`src/rtl/nn_pkg.sv`:
```
// rtl/nn_pkg.sv - shared state encoding and default widths for the neuron MAC slice
package nn_pkg;

  typedef enum logic [1:0] {
    IDLE  = 2'd0,
    ACCUM = 2'd1,
    HOLD  = 2'd2
  } mac_state_t;

  localparam int ACT_N     = 10;
  localparam int DATA_W    = 16;
  localparam int ACT_SHIFT = 8;

endpackage

```
`src/rtl/act_clamp.sv`:
```
// rtl/act_clamp.sv - combinational map from accumulator sum to activation code and slope
// Code is offset to mid-scale and clamped to [0, 2^N-1]; slope is |sum| clamped to 32 bits.
module act_clamp #(
  parameter int AW    = 36,
  parameter int N     = 10,
  parameter int SHIFT = 8
) (
  input  logic signed [AW-1:0] sum_i,
  output logic        [N-1:0]  out_o,
  output logic                 clamped_o,
  output logic        [31:0]   slope_o
);

  localparam logic signed [AW:0] OFFSET = (AW+1)'(2 ** (N - 1));
  localparam logic signed [AW:0] MAXV   = (AW+1)'(2 ** N - 1);

  logic signed [AW-1:0] shifted;
  logic signed [AW:0]   s;
  logic        [AW:0]   mag;
  logic                 over;

  always_comb begin
    shifted   = sum_i >>> SHIFT;
    s         = {shifted[AW-1], shifted} + OFFSET;
    over      = !s[AW] && (s > MAXV);
    clamped_o = s[AW] || over;
    if (s[AW]) begin
      out_o = '0;
    end else if (over) begin
      out_o = '1;
    end else begin
      out_o = s[N-1:0];
    end
    // One extra bit so the most negative sum negates without wrapping.
    mag     = sum_i[AW-1] ? ((AW+1)'(0) - {sum_i[AW-1], sum_i}) : {1'b0, sum_i};
    slope_o = (|mag[AW:32]) ? 32'hFFFF_FFFF : mag[31:0];
  end

endmodule

```
`src/rtl/neuron_mac.sv`:
```
// rtl/neuron_mac.sv - streaming multiply-accumulate neuron with clamped activation output
// Optional saturation counter output enabled by NEURON_MAC_SAT_CNT_EN.
module neuron_mac
  import nn_pkg::*;
#(
  parameter int N     = ACT_N,
  parameter int W     = DATA_W,
  parameter int SHIFT = ACT_SHIFT
) (
  input  logic                clk,
  input  logic                rst,
  input  logic signed [W-1:0] bias,
  input  logic                in_valid,
  output logic                in_ready,
  input  logic signed [W-1:0] x,
  input  logic signed [W-1:0] w,
  input  logic                last,
  output logic                out_valid,
  input  logic                out_ready,
  output logic        [N-1:0] out,
  output logic        [31:0]  slope
`ifdef NEURON_MAC_SAT_CNT_EN
  ,
  output logic        [15:0]  sat_count
`endif
);

  localparam int AW = 2 * W + 4;

  mac_state_t state_q, state_d;

  logic signed [AW-1:0]  acc_q;
  logic signed [AW-1:0]  sum;
  logic signed [2*W-1:0] prod;
  logic        [N-1:0]   out_q, clamp_out;
  logic        [31:0]    slope_q, clamp_slope;
  logic                  out_valid_q, exit_q, clamped;
  logic                  accept, out_hs;

  assign prod   = x * w;
  assign sum    = ((state_q == IDLE) ? {{(AW-W){bias[W-1]}}, bias} : acc_q)
                + {{(AW-2*W){prod[2*W-1]}}, prod};
  assign accept = in_valid && in_ready;
  assign out_hs = out_valid_q && out_ready;

  always_ff @(posedge clk) begin
    if (rst) begin
      state_q <= IDLE;
    end else begin
      state_q <= state_d;
    end
  end

  always_comb begin
    state_d = state_q;
    case (state_q)
      IDLE:    if (accept) state_d = last ? HOLD : ACCUM;
      ACCUM:   if (accept && last) state_d = HOLD;
      HOLD:    if (out_hs) state_d = IDLE;
      default: state_d = IDLE;
    endcase
  end

  // The cycle right after an output handshake is a dead cycle for input.
  always_comb begin
    in_ready = !rst && (state_q != HOLD) && !exit_q;
  end

  always_ff @(posedge clk) begin
    if (rst) begin
      acc_q       <= '0;
      out_q       <= '0;
      slope_q     <= '0;
      out_valid_q <= 1'b0;
      exit_q      <= 1'b0;
    end else begin
      exit_q <= out_hs;
      if (accept) begin
        acc_q <= sum;
      end
      if (accept && last) begin
        out_q       <= clamp_out;
        slope_q     <= clamp_slope;
        out_valid_q <= 1'b1;
      end else if (out_hs) begin
        out_valid_q <= 1'b0;
      end
    end
  end

  act_clamp #(
    .AW   (AW),
    .N    (N),
    .SHIFT(SHIFT)
  ) u_act_clamp (
    .sum_i    (sum),
    .out_o    (clamp_out),
    .clamped_o(clamped),
    .slope_o  (clamp_slope)
  );

  assign out       = out_q;
  assign slope     = slope_q;
  assign out_valid = out_valid_q;

`ifdef NEURON_MAC_SAT_CNT_EN
  logic        clamp_q;
  logic [15:0] sat_q;

  always_ff @(posedge clk) begin
    if (rst) begin
      clamp_q <= 1'b0;
      sat_q   <= '0;
    end else begin
      if (accept && last) begin
        clamp_q <= clamped;
      end
      if (out_hs && clamp_q && (sat_q != 16'hFFFF)) begin
        sat_q <= sat_q + 16'd1;
      end
    end
  end

  assign sat_count = sat_q;
`else
  logic sat_unused;
  assign sat_unused = clamped;
`endif

endmodule

```
`config.mk`:
```
export PLATFORM = sky130hd
export DESIGN_NAME = neuron_mac
export DESIGN_NICKNAME = d
export VERILOG_FILES = /design/src/rtl/nn_pkg.sv /design/src/rtl/act_clamp.sv /design/src/rtl/neuron_mac.sv
export SDC_FILE = /design/constraint.sdc
export NUM_CORES = 1
export LEC_CHECK = 0
export BUFFER_PORTS_ARGS = -buffer_cell sky130_fd_sc_hd__buf_2
export CORE_ASPECT_RATIO = 0.75
export CORE_MARGIN = 5
export CORE_UTILIZATION = 55
export CTS_CLUSTER_DIAMETER = 150
export CTS_CLUSTER_SIZE = 30
export DETAILED_ROUTE_END_ITERATION = 10
export PLACE_DENSITY_LB_ADDON = 0.25
export SLEW_MARGIN = 40
export SYNTH_ARGS = -nofsm -noshare
export SYNTH_HDL_FRONTEND = slang
export SYNTH_SLANG_ARGS = --single-unit
```
`constraint.sdc`:
```
create_clock -name clk -period 12.2 [get_ports clk]
set_input_delay 0.61 -clock clk [delete_from_list [all_inputs] [get_ports clk]]
set_output_delay 0.61 -clock clk [all_outputs]
set_load 0.05 [all_outputs]
```
=== Word level (Yosys, flattened, before mapping) ===
Cells that the tools add are included.
W data, S select, Z words.

* $lt $le $gt $ge: 1
* Muxes and demuxes: 12
* Reductions and logical operators: 13
* $mul: 1
* $add $sub $neg: 3
* Equality and inequality tests: 6

{| class="wikitable"
|+ Operators with widths
! cell !! count
|-
| $gt A37 B11 Y1 const B || 1
|-
| $mux W37 || 1
|-
| $sub A1 B36 Y37 const A || 1
|-
| $add A36 B36 Y36 || 1
|-
| $mux W36 || 1
|-
| $mul A16 B16 Y32 || 1
|-
| $mux W32 || 1
|-
| $add A28 B11 Y29 const B || 1
|-
| $mux W10 || 2
|-
| $mux W2 || 4
|-
| $ne A2 B2 Y1 const B || 4
|-
| $logic_and A1 B1 Y1 || 6
|-
| $pmux W2 S3 || 1
|-
| $reduce_or A5 Y1 || 1
|-
| $logic_not A1 Y1 || 3
|-
| $reduce_and A3 Y1 || 1
|-
| $eq A2 B1 Y1 const B || 1
|-
| $eq A2 B2 Y1 const B || 1
|-
| $logic_not A2 Y1 || 1
|-
| $mux W1 || 2
|-
| $reduce_bool A2 Y1 || 1
|}

* Register bits after elaboration: 82
* Word-level logic and storage cells: 42

=== Depth between registers and ports, before layout ===
* Word-level depth: 8
* Depth in mapped cells: 43
* Gate-level depth less buffers: 40

=== By module ===
From an unflattened synthesis, not the netlist that was laid out.

* Cells, all modules: 2036
* Area, all modules: 16388.2 µm²

{| class="wikitable"
|+ Modules (own cells, without submodules)
! module !! area an instance (µm²) !! cells an instance !! times used
|-
| neuron_mac || 14794.2 || 1777 || 1
|-
| act_clamp || 1594.0 || 259 || 1
|}

=== Worst setup path after synthesis ===
OpenSTA, ideal clock, no wires.

* Path type: input to register
* Start: input port w[1]
* End: register out_q[6] (netlist: out[6])
* Library setup time: 0.070 ns
* Path slack: 2.755 ns
* Stages: 39
* Data arrival time: 9.375 ns
* Path buffers: 2
* Cells stage by stage: clkbuf_1 > nand2_1 > inv_1 > fa_1 > inv_1 > fa_1 > inv_1 > fa_1 > fa_1 > fa_1 > inv_1 > fa_1 > inv_1 > ha_1 > a21oi_1 > nor2_1 > a211o_1 > a21o_1 > [3 not listed] > nand2_1 > nor2_1 > nor2_1 > ha_1 > clkbuf_1 > o21ai_0 > a32oi_1 > o21ai_0 > nor3_1 > a21oi_1 > xnor2_1 > nand4b_1 > or2_2 > or4_4 > mux2_4 > a41oi_4 > o31ai_1 > a21oi_1

* Word-level cells in the longest chain between the ends: 7
* Elaborated cells on any way between the ends: 8
* Those cells by class: add/sub: 2; mul: 1; order compare: 1; mux: 2; reduce/logical: 2

{| class="wikitable"
|+ RTL lines
! element !! line !! text
|-
| start: declaration || neuron_mac.sv:16 || <nowiki>input logic signed [W-1:0] w,</nowiki>
|-
| $mul A16 B16 Y32 * || neuron_mac.sv:40 || <nowiki>assign prod = x * w;</nowiki>
|-
| $add A36 B36 Y36 * || neuron_mac.sv:42 || <nowiki>+ {{(AW-2*W){prod[2*W-1]}}, prod};</nowiki>
|-
| $add A28 B11 Y29 * || act_clamp.sv:24 || <nowiki>s = {shifted[AW-1], shifted} + OFFSET;</nowiki>
|-
| $gt A37 B11 Y1 / $logic_not A1 Y1 (equally long branches) || act_clamp.sv:25 || <nowiki>over = !s[AW] && (s > MAXV);</nowiki>
|-
| $logic_and A1 B1 Y1 || act_clamp.sv:25 ||
|-
| $mux W10 || act_clamp.sv:29 || <nowiki>end else if (over) begin</nowiki>
|-
| $mux W10 * || act_clamp.sv:27 || <nowiki>if (s[AW]) begin</nowiki>
|-
| end signal: assignment || neuron_mac.sv:82 || <nowiki>out_q <= clamp_out;</nowiki>
|-
| end: declaration || neuron_mac.sv:35 || <nowiki>logic [N-1:0] out_q, clamp_out;</nowiki>
|}

Every way passes the cells marked *; elsewhere a longest branch is shown, timed or not.
A chain may end at the register's enable or synchronous reset.

=== Worst setup path in the final report ===
* Start: input port w[6]
* End: register slope_q[11] (netlist: slope[11])

* Word-level cells in the longest chain between the ends: 6

{| class="wikitable"
|+ RTL lines
! element !! line !! text
|-
| $mul A16 B16 Y32 * || neuron_mac.sv:40 ||
|-
| $add A36 B36 Y36 * || neuron_mac.sv:42 ||
|-
| $sub A1 B36 Y37 || act_clamp.sv:35 || <nowiki>mag = sum_i[AW-1] ? ((AW+1)'(0) - {sum_i[AW-1], sum_i}) : {1'b0, sum_i};</nowiki>
|-
| $mux W37 * || act_clamp.sv:35 ||
|-
| $reduce_or A5 Y1 || act_clamp.sv:36 || <nowiki>slope_o = (|mag[AW:32]) ? 32'hFFFF_FFFF : mag[31:0];</nowiki>
|-
| $mux W32 * || act_clamp.sv:36 ||
|-
| end signal: assignment || neuron_mac.sv:83 || <nowiki>slope_q <= clamp_slope;</nowiki>
|-
| end: declaration || neuron_mac.sv:36 || <nowiki>logic [31:0] slope_q, clamp_slope;</nowiki>
|}

Marks and branches as above.

==> flow_summary.yaml <==
floorplanning:
  io_pins: 97
  die_w_microns: 209
  fp.dieArea_sq_um: 33400
  die_h_microns: 160
  rows: 54
  coreArea_sq_um: 29300
  start_util_pct: 56.1
clocking:
  tritoncts: "built"
  clockBufferDepth: 2
  htreeDepth: 3
  postCtsSetupBuffers: 0
  cts_hold_buffers: 0
  path_clk_slew_ps: 60
  clock_sinks: 82
  cts_buffers: 9
  insertion_delay_ps: 350
  cts_resized: 0
  cts_root_buf: "clkbuf_16"
global_routing:
  antenna_found_initial: 0
  grt_max_degree: 84
  grt_usage_pct: 25.1
  overflow: 0
  grt_pass1_wl_microns: 70000
  grt_pass1_vias: 14300
worst_setup_path:
  r2r_cells: 18
  worstSetupPathDepth: 37
  path_max_fanout: 32
  cp_slowest_cell: "fa_1"
  end_kind: "flip-flop"
  path_delay_family: "compound AO/OA/AOI/OAI gates"
  rrSetupSlack_ps: 6280
  worstPathRequired_ps: 12400
  crit_arrival_ps: 11030
  crit_type: "in -> reg"
  crit_buf_inv: 7
  r2r-end: "out[6]$_SDFFE_PP0P_"
  cpMostUsedCell: "fa_1"
  r2r-start: "state_q[1]$_SDFFE_PP0P_"
  crit_end: "slope[11]$_SDFFE_PP0P_"
  startpoint: "w[6]"
  start_kind: "input pin"
  max_stage_delay_ps: 570
timing:
  fin_crit_sh_pct: 88.8
  max_freq_mhz: 92.3
  maxSlewViolCount: 0
  grt_setup_unrepaired: "no"
  relSlewSlack_pct: 41.1
  min_period_ps: 10830
  fin_skew_ps: 8.91
  worstMarginPinSlew_ps: 876
  finalSetupTns_ps: 0
  setup_viol: 0
  hold_violations: 0
  hold-worst-slack_ps: 453
drt:
  vias: 13500
  drtIter0Drc: 966
  wirelength_microns: 40500
  wl_per_cell_microns: 16.7
  drt-vias-per-instance: 5.58
  ant_nets: 0
  drt-pass1-iter-count: 5
  drc: 0
place:
  place.gp.congestion: 0.930
  dp_hpwl_microns: 32800
  placed_area_sq_um: 17100
  port-buffer-count: 96
finish:
  fin_util_pct: 59.5
  fillCellCount: 2630
  fin_area_sq_um: 17400
  drive_above_1_share_pct: 7.43
  final_nets: 2464
  antenna_cells: 0
  syn_to_final_growth_pct: 6.15
yosys:
  ys_seq_area_share_pct: 10.0
  synth.avg_cell_area_sq_um: 8.23
  ys_types: 83
  syn_inst: 1993
  synth_edf_count: 0
  yosys_warnings: 0
  syn_nets: 2430
  ys_ff_latch: 82
  synth_flop_cell: "dfxtp_1"
  syn_area_sq_um: 16400
  synthArstFlopShare_pct: 0
hold_path:
  worstHoldPathType: "reg -> reg"
flow_run:
  maxCapViolCount: 0
outcome:
  outcome: "finished clean"
## cell usage in the layout, fill, tap and decap left out, types with 5 or more instances in the layout
cell type / netlist / routed
a21boi_0: 5 / 5
nand2_1: 283 / 283
o211ai_1: 8 / 8
o21a_1: 9 / 9
xnor2_1: 65 / 64
o21ai_1: 6 / 6
nor3_1: 24 / 24
nor2b_1: 8 / 8
o31ai_1: 18 / 18
and2_1: 119 / 118
a31oi_1: 6 / 6
a21oi_1: 114 / 114
or2_2: 6 / 6
inv_1: 340 / 340
clkbuf_16: 0 / 9
nand2b_1: 10 / 10
and4_1: 5 / 5
fa_1: 263 / 263
xor2_1: 30 / 30
ha_1: 121 / 121
nand3_1: 26 / 26
buf_2: 11 / 96
dfxtp_1: 82 / 82
nor2_1: 116 / 116
nor4_1: 10 / 10
buf_4: 2 / 9
o21ai_0: 44 / 44
a21o_1: 38 / 38
or3_1: 10 / 10
and3_1: 6 / 5
a211oi_1: 45 / 45
o21bai_1: 8 / 8
nand4_1: 10 / 10
## state kept, by name, summed over array words and instances, names as in the netlist
register / cells
exit_q: 1
acc_q: 36
state_q: 2
slope: 32
out_valid: 1
out: 10
## routing by layer
| metal | vias up | GRT usage, % | part of all wire [%] |
|---|---|---|---|
| li1 | 6453 | - | - |
| met1 | 6655 | 35.0 | 45 |
| met2 | 374 | 42.4 | 48 |
| met3 | 50 | 3.41 | 5.4 |
| met4 | 0 | 4.57 | 1.4 |
| met5 | - | 0 | 0 |
## cells in the mapped netlist, types with 8 or more instances
| library cell | number | share of area [%] |
|---|---|---|
| a211oi_1 | 45 | 2.1 |
| a21o_1 | 38 | 1.7 |
| a21oi_1 | 114 | 3.5 |
| and2_1 | 119 | 4.5 |
| buf_2 | 11 | 0.34 |
| clkbuf_1 | 67 | 1.5 |
| dfxtp_1 | 82 | 10 |
| fa_1 | 263 | 32 |
| ha_1 | 121 | 9.2 |
| inv_1 | 340 | 7.8 |
| nand2_1 | 283 | 6.5 |
| nand2b_1 | 10 | 0.38 |
| nand3_1 | 26 | 0.79 |
| nand4_1 | 10 | 0.38 |
| nor2_1 | 116 | 2.7 |
| nor2b_1 | 8 | 0.31 |
| nor3_1 | 24 | 0.73 |
| nor4_1 | 10 | 0.38 |
| o211ai_1 | 8 | 0.37 |
| o21a_1 | 9 | 0.41 |
| o21ai_0 | 44 | 1.3 |
| o21bai_1 | 8 | 0.37 |
| o31ai_1 | 18 | 0.82 |
| or3_1 | 10 | 0.38 |
| xnor2_1 | 65 | 3.5 |
| xor2_1 | 30 | 1.6 |
## kinds of logic (layout without fill, tap and decap cells)
family | Yosys count | in the layout | share of synthesized area [%]
xor+xnor | 96 | 96 | 5.17
compound gates | 350 | 350 | 14.5
simple gates | 652 | 652 | 18.8
fa+ha+maj | 384 | 384 | 41.3
flops | 82 | 82 | 10.0
buf+inv | 424 | 463 | 9.90
mux | 5 | 5 | 0.343
## final cells by class
type	instances	area [sq um]	share of cell area (%)
Tap cell	392	490	2.82
Multi-Input combinational cell	1487	13200	75.6
Clock buffer	13	250	1.44
Timing Repair Buffer	106	559	3.21
Clock inverter	3	23.8	0.136
Inverter	341	1280	7.35
Sequential cell	82	1640	9.42
## worst register-to-register path, delay by kind of cell, from the launching register on
kind / cells / cell delay, ps
simple gates: 6 / 1860
fa+ha+maj: 2 / 660
compound gates: 10 / 2930
flops: 1 / 330
## through the flow
step	setup slack (ps)	instances
after floorplan	2760	1993
after global routing	822	2424
after detailed placement	1250	2408
final	1370	2424
after global placement	1310	2408
after CTS	1540	2424
## worst min path at each step
stage | slack (ps) | depth (start not counted) | to | startpoint
detailed placement | 450 | 2 | acc_q[10]$_SDFFE_PP0P_ | acc_q[10]$_SDFFE_PP0P_
finish | 450 | 2 | acc_q[11]$_SDFFE_PP0P_ | acc_q[11]$_SDFFE_PP0P_
floorplan | 440 | 2 | acc_q[0]$_SDFFE_PP0P_ | acc_q[0]$_SDFFE_PP0P_
global placement | 440 | 2 | acc_q[9]$_SDFFE_PP0P_ | acc_q[9]$_SDFFE_PP0P_
CTS | 460 | 2 | acc_q[10]$_SDFFE_PP0P_ | acc_q[10]$_SDFFE_PP0P_
global route | 480 | 2 | acc_q[29]$_SDFFE_PP0P_ | acc_q[29]$_SDFFE_PP0P_
Power is left out: the tool's default activity adds up to more than one toggle a clock period on the data nets, which glitch-free logic cannot reach.
